**src/rtl/pipeline_pkg.sv**
```systemverilog
// Shared definitions for the RV32I pipeline stages: PC constants, bubble
// instruction and the IF/ID bundle consumed by decode and the hazard unit.
package pipeline_pkg;

    localparam int          PC_W     = 32;
    localparam logic [31:0] PC_INC   = 32'd4;
    localparam logic [31:0] NOP_INST = 32'h0000_0013;

    typedef struct packed {
        logic [PC_W-1:0] pc;
        logic [31:0]     inst;
        logic            valid;
    } ifid_t;

endpackage

```
**src/rtl/pipeline_if_stage_if.sv**
```systemverilog
// Fetch-stage bus: hazard/branch control in, instruction memory port, IF/ID out.
// IF_PERF_CNT_EN adds the fetch and bubble counter outputs.
interface pipeline_if_stage_if;
    import pipeline_pkg::*;

    logic            Stall_IF;
    logic            Redirect_IF;
    logic [PC_W-1:0] Target_IF;
    logic [31:0]     Inst_in_IF;
    logic [PC_W-1:0] PC_out_IF;
    logic [PC_W-1:0] PC_IFID;
    logic [31:0]     Inst_IFID;
    logic            Valid_IFID;
`ifdef IF_PERF_CNT_EN
    logic [31:0]     Fetch_cnt_IF;
    logic [31:0]     Bubble_cnt_IF;
`endif

    modport master (
        input  Stall_IF, Redirect_IF, Target_IF, Inst_in_IF,
        output PC_out_IF, PC_IFID, Inst_IFID, Valid_IFID
`ifdef IF_PERF_CNT_EN
        , output Fetch_cnt_IF, Bubble_cnt_IF
`endif
    );

    modport slave (
        output Stall_IF, Redirect_IF, Target_IF, Inst_in_IF,
        input  PC_out_IF, PC_IFID, Inst_IFID, Valid_IFID
`ifdef IF_PERF_CNT_EN
        , input Fetch_cnt_IF, Bubble_cnt_IF
`endif
    );

endinterface

```
**src/rtl/pipeline_reg_ifid.sv**
```systemverilog
// IF/ID pipeline register: flush loads the bubble, hold keeps contents,
// flush wins over hold; reset loads the bubble.
module pipeline_reg_ifid
    import pipeline_pkg::*;
#(
    parameter logic [31:0] NOP_INST_P = NOP_INST
) (
    input  logic  clk_i,
    input  logic  rst_n_i,
    input  logic  hold_i,
    input  logic  flush_i,
    input  ifid_t d_i,
    output ifid_t q_o
);

    localparam ifid_t BUBBLE = '{pc: '0, inst: NOP_INST_P, valid: 1'b0};

    ifid_t ifid_q;
    ifid_t ifid_d;

    always_comb begin
        ifid_d = ifid_q;
        if (flush_i) begin
            ifid_d = BUBBLE;
        end else if (!hold_i) begin
            ifid_d = d_i;
        end
    end

    always_ff @(posedge clk_i or negedge rst_n_i) begin
        if (!rst_n_i) begin
            ifid_q <= BUBBLE;
        end else begin
            ifid_q <= ifid_d;
        end
    end

    assign q_o = ifid_q;

endmodule

```
**src/rtl/pipeline_if_stage.sv**
```systemverilog
// Instruction-fetch stage: PC register, next-PC mux and IF/ID register.
// IF_PERF_CNT_EN adds free-running fetch and bubble counters.
module pipeline_if_stage
    import pipeline_pkg::*;
#(
    parameter logic [PC_W-1:0] PC_RESET = 32'h0000_0000,
    parameter logic [31:0]     NOP_INST = pipeline_pkg::NOP_INST
) (
    input  logic                clk_IF,
    input  logic                rst_IF,
    pipeline_if_stage_if.master bus
);

    logic [PC_W-1:0] pc_q;
    logic [PC_W-1:0] pc_d;
    logic            advance;
    ifid_t           ifid_in;
    ifid_t           ifid_out;

    assign advance = !bus.Redirect_IF && !bus.Stall_IF;

    // Redirect targets are force-aligned to a word boundary.
    always_comb begin
        pc_d = pc_q;
        if (bus.Redirect_IF) begin
            pc_d = bus.Target_IF & ~32'h0000_0003;
        end else if (!bus.Stall_IF) begin
            pc_d = pc_q + PC_INC;
        end
    end

    always_ff @(posedge clk_IF or negedge rst_IF) begin
        if (!rst_IF) begin
            pc_q <= PC_RESET;
        end else begin
            pc_q <= pc_d;
        end
    end

    assign ifid_in = '{pc: pc_q, inst: bus.Inst_in_IF, valid: 1'b1};

    pipeline_reg_ifid #(
        .NOP_INST_P (NOP_INST)
    ) u_ifid (
        .clk_i   (clk_IF),
        .rst_n_i (rst_IF),
        .hold_i  (bus.Stall_IF),
        .flush_i (bus.Redirect_IF),
        .d_i     (ifid_in),
        .q_o     (ifid_out)
    );

    assign bus.PC_out_IF  = pc_q;
    assign bus.PC_IFID    = ifid_out.pc;
    assign bus.Inst_IFID  = ifid_out.inst;
    assign bus.Valid_IFID = ifid_out.valid;

`ifdef IF_PERF_CNT_EN
    logic [31:0] fetch_cnt_q;
    logic [31:0] fetch_cnt_d;
    logic [31:0] bubble_cnt_q;
    logic [31:0] bubble_cnt_d;

    always_comb begin
        fetch_cnt_d  = fetch_cnt_q;
        bubble_cnt_d = bubble_cnt_q;
        if (advance) begin
            fetch_cnt_d = fetch_cnt_q + 32'd1;
        end else begin
            bubble_cnt_d = bubble_cnt_q + 32'd1;
        end
    end

    always_ff @(posedge clk_IF or negedge rst_IF) begin
        if (!rst_IF) begin
            fetch_cnt_q  <= '0;
            bubble_cnt_q <= '0;
        end else begin
            fetch_cnt_q  <= fetch_cnt_d;
            bubble_cnt_q <= bubble_cnt_d;
        end
    end

    assign bus.Fetch_cnt_IF  = fetch_cnt_q;
    assign bus.Bubble_cnt_IF = bubble_cnt_q;
`else
    logic unused_advance;
    assign unused_advance = advance;
`endif

endmodule

```
**src/flat_wrapper.sv**
```systemverilog
// flat-port wrapper written by rule: the top's interface ports become plain ports
module pipeline_if_stage_flat import pipeline_pkg::*;
#(
    parameter logic [PC_W-1:0] PC_RESET = 32'h0000_0000,
    parameter logic [31:0]     NOP_INST = pipeline_pkg::NOP_INST
)
  (clk_IF, rst_IF, bus_Stall_IF, bus_Redirect_IF, bus_Target_IF, bus_Inst_in_IF, bus_PC_out_IF, bus_PC_IFID, bus_Inst_IFID, bus_Valid_IFID);
  pipeline_if_stage_if bus_i ();
  input  logic clk_IF;
  input  logic rst_IF;
  input wire logic [$bits(bus_i.Stall_IF)-1:0] bus_Stall_IF;
  input wire logic [$bits(bus_i.Redirect_IF)-1:0] bus_Redirect_IF;
  input wire logic [$bits(bus_i.Target_IF)-1:0] bus_Target_IF;
  input wire logic [$bits(bus_i.Inst_in_IF)-1:0] bus_Inst_in_IF;
  output wire logic [$bits(bus_i.PC_out_IF)-1:0] bus_PC_out_IF;
  output wire logic [$bits(bus_i.PC_IFID)-1:0] bus_PC_IFID;
  output wire logic [$bits(bus_i.Inst_IFID)-1:0] bus_Inst_IFID;
  output wire logic [$bits(bus_i.Valid_IFID)-1:0] bus_Valid_IFID;
  assign bus_i.Stall_IF = bus_Stall_IF;
  assign bus_i.Redirect_IF = bus_Redirect_IF;
  assign bus_i.Target_IF = bus_Target_IF;
  assign bus_i.Inst_in_IF = bus_Inst_in_IF;
  assign bus_PC_out_IF = bus_i.PC_out_IF;
  assign bus_PC_IFID = bus_i.PC_IFID;
  assign bus_Inst_IFID = bus_i.Inst_IFID;
  assign bus_Valid_IFID = bus_i.Valid_IFID;
  pipeline_if_stage #(.PC_RESET(PC_RESET), .NOP_INST(NOP_INST)) u_core (.clk_IF(clk_IF), .rst_IF(rst_IF), .bus(bus_i));
endmodule
```
**config.mk**
```make
export PLATFORM = sky130hd
export DESIGN_NAME = pipeline_if_stage_flat
export DESIGN_NICKNAME = d
export VERILOG_FILES = /design/src/rtl/pipeline_pkg.sv /design/src/rtl/pipeline_if_stage_if.sv /design/src/rtl/pipeline_reg_ifid.sv /design/src/rtl/pipeline_if_stage.sv /design/src/flat_wrapper.sv
export SDC_FILE = /design/constraint.sdc
export NUM_CORES = 1
export LEC_CHECK = 0
export CAP_MARGIN = 25
export CORE_MARGIN = 2
export CORE_UTILIZATION = 25
export CTS_CLUSTER_DIAMETER = 80
export DETAILED_ROUTE_END_ITERATION = 6
export PLACE_DENSITY_LB_ADDON = 0.3
export SYNTH_ARGS = -nofsm -noshare
export SYNTH_HDL_FRONTEND = slang
export SYNTH_SLANG_ARGS = --single-unit
```
**constraint.sdc**
```tcl
create_clock -name clk_IF -period 1.9 [get_ports clk_IF]
set_input_delay 0.38 -clock clk_IF [delete_from_list [all_inputs] [get_ports clk_IF]]
set_output_delay 0.38 -clock clk_IF [all_outputs]
set_load 0.05 [all_outputs]
```
==> metrics.csv <==
metric,value,unit
status,"finished, violations left",
violations,negative setup slack,
wl_met3,829,um
maxCapViolCount,0,
wl_per_cell,15.3,um
seq_area_frac_synth,54.6,%
pre_cts_ws,-0.0153,ns
synthTopCellsByArea,"dfrtp_1, mux2i_1, nor2_1",
wl_met1,5.73,mm
whs_path_depth,2,
pwr-share-seq,41.3,%
grt_max_degree,53,
synth.most_common_cell,dfrtp_1,
synth-edff-count,0,
total_power,5480,uW
max_slew_margin,65.6,%
period_share,101,%
drt_iter0_drc,122,
p_leak,0.00332,uW
synth_cells,412,
antenna_found_initial,0,
netlist.area_leader.share,52.8,%
synth_top_area_cell,dfrtp_1,
antenna_left,0,
vias,3732,
die_height,135,um
setup_viol,1,
io_pins,165,
routed_wl,12.7,mm
gp_congestion,0.745,
netlist_top_cells_count,"dfrtp_1, nor2_1, mux2i_1",
peakVddDrop,0.000421,V
grt_pass1_vias,3824,
final_util,38.9,%
fp.dieW,135,um
synth_ff_type,dfrtp_1,
grt_first_pass_wirelength,20.1,mm
cp.required,2.17,ns
path_delay_family,simple AND/OR/NAND/NOR gates,
hold_viol,0,
hpwl,9.07,mm
cts-root-buf,clkbuf_16,
async_flop_share,100,%
cts_buffer_depth,2,
rr_worst_depth,6,
path_cells,ha_4 -> nand3b_1 -> or3_4 -> buf_6 -> or4_1 -> a31oi_1,
route.detailed.drc,0,
nets,666,
cpPeakStageDelay,0.46,ns
clk_pin_slew_worst_paths,0.07,ns
power_frac_comb,26.6,%
cp-startpoint,u_core.bus.PC_out_IF[2],
min_path_type,primary input to flop,
insertion_delay,0.35,ns
hold_start,bus_Redirect_IF,
met2_length,5.95,mm
p_per_area,825,mW/mm^2
yosysWarnings,0,
worstSetupPathType,flop to flop,
core,0.0171,mm^2
avgSynthCellArea,10.5,um^2
ys_ff_latch,94,
fmax,522,MHz
post_route_cells_drive_above_1_share,21.8,%
fin_crit,1.91,ns
critPathArrivalTime,2.18,ns
first_pass_iters,4,
initial_core_util,25.3,%
syn-cell-area,0.00431,mm^2
n_antenna_cell,0,
crit_path_end_kind,flop,
r2r-start,u_core.bus.PC_out_IF[2],
cp-start-kind,flop,
r2r_end,u_core.bus.PC_out_IF[24],
clkPwrFrac,32.1,%
r2r_setup_slack,-0.01,ns
grt_overflow_total,0,
tightest_slew,0.515,ns
top_layer_used,met4,
worst_clock_skew,0.0106,ns
grt_usage,14.0,%
maxSlewViolCount,0,
rsz0062_at_grt,yes,
p_sw_share,34.1,%
rows,48,
fill_cells,1726,
ys_types,44,
switching_power,1870,uW
internal-power,3610,uW
cts_buffers,9,
cts.htree.levels,3,
setup_ws,-0.0145,ns
area_growth_syn_to_layout,54.0,%
critPathMaxFanout,7,
viasPerCell,4.51,
port_buffers,160,
cts_tree,yes,
critical_path.slowest_cell,or3_4,
cts.sinks,94,
dieArea,0.0183,mm^2
cp.buffers_inverters,1,
hold_path_end,u_core.u_ifid.q_o[40],
kinds of logic (layout without fill, tap and decap cells):
family / after synthesis / count (layout) / share of synthesized area (%)
adders and majority gates: 1 / 1 / 0.290
DFF: 94 / 94 / 54.6
muxes: 63 / 63 / 14.6
AOI/OAI and AO/OA: 44 / 44 / 6.85
buffers and inverters: 39 / 228 / 3.89
and+or+nand+nor: 159 / 159 / 17.4
other: 1 / 2 / 0.0869
xor gates and xnor gates: 11 / 11 / 2.23
placed cells by master (no fill, tap or decap), types with 2 or more instances in the layout:
| cell type | count |
|---|---|
| or4_1 | 11 |
| clkdlybuf4s50_1 | 62 |
| nand3_1 | 13 |
| nor3_1 | 4 |
| o211ai_1 | 4 |
| nand4_1 | 6 |
| clkbuf_16 | 9 |
| buf_12 | 2 |
| mux2i_1 | 63 |
| inv_1 | 9 |
| a211o_1 | 2 |
| a31oi_1 | 10 |
| o31ai_1 | 8 |
| dlygate4sd2_1 | 42 |
| xor2_1 | 4 |
| xnor2_1 | 7 |
| and3_1 | 4 |
| dfrtp_2 | 20 |
| o21ai_0 | 13 |
| nor2_1 | 72 |
| o31a_1 | 2 |
| buf_4 | 82 |
| dfrtp_1 | 71 |
| clkinvlp_4 | 3 |
| nor4_1 | 3 |
| nand2_1 | 30 |
| dfstp_2 | 3 |
| or3_4 | 2 |
| conb_1 | 2 |
| dlymetal6s2s_1 | 13 |
layer usage:
layer / up-vias / track usage, %
li1: 1811 / -
met1: 1786 / 18.3
met2: 123 / 22.7
met3: 12 / 3.59
met4: 0 / 4.86
met5: - / 0
registers in the layout, indices dropped and copies added (netlist names):
signal                cells
u_core.u_ifid.q_o        64
u_core.bus.PC_out_IF     30
area by class of cell:
cell class	count	area [um^2]	area share, %
Timing Repair Buffer	203	1830	27.5
Inverter	9	33.8	0.509
Tap cell	225	282	4.24
Clock inverter	6	45.0	0.678
Clock buffer	10	239	3.60
Sequential cell	94	2380	35.9
Multi-Input combinational cell	280	1830	27.6
through the flow:
step | std cells | area [um^2] | hold WS (ns) | setup TNS [ns]
finish | 827 | 6640 | 0.393 | -0.0145
global route | 827 | 6640 | 0.409 | -0.150
CTS | 823 | 6580 | 0.390 | 0
detailed placement | 806 | 6320 | 0.354 | -0.0530
global placement | 806 | 6320 | 0.350 | -0.00596
floorplan | 413 | 4410 | 0.0844 | -0.899
power by group through the flow:
stage	clock network [uW]	logic (uW)	registers, uW
final	1760	1460	2260
after global routing	1890	1550	2280
after global placement	0	1490	2290
after CTS	1830	1470	2260
after floorplan	0	330	2830
after detailed placement	0	1500	2300
how the worst max path moves through the flow:
| stage | end | slack [ns] | cells past startpoint |
|---|---|---|---|
| final | u_core.bus.PC_out_IF[24] | -0.01 | 6 |
| after global routing | u_core.bus.PC_out_IF[24] | -0.07 | 6 |
| after CTS | bus_Inst_IFID[14] | 0.0008 | 1 |
| after detailed placement | u_core.bus.PC_out_IF[30] | -0.02 | 5 |
| after global placement | u_core.bus.PC_out_IF[27] | -0.006 | 5 |
| after floorplan | u_core.bus.PC_out_IF[24] | -0.12 | 5 |
repair_timing:
action,CTS,global route
gates cloned,0,0
resized for setup,45,16
pin swaps,0,6
hold endpoints to repair,25,0
buffers inserted,0,5
hold buffers,1,0
setup endpoints to repair,46,17
Power figures use the tool's default switching activity.
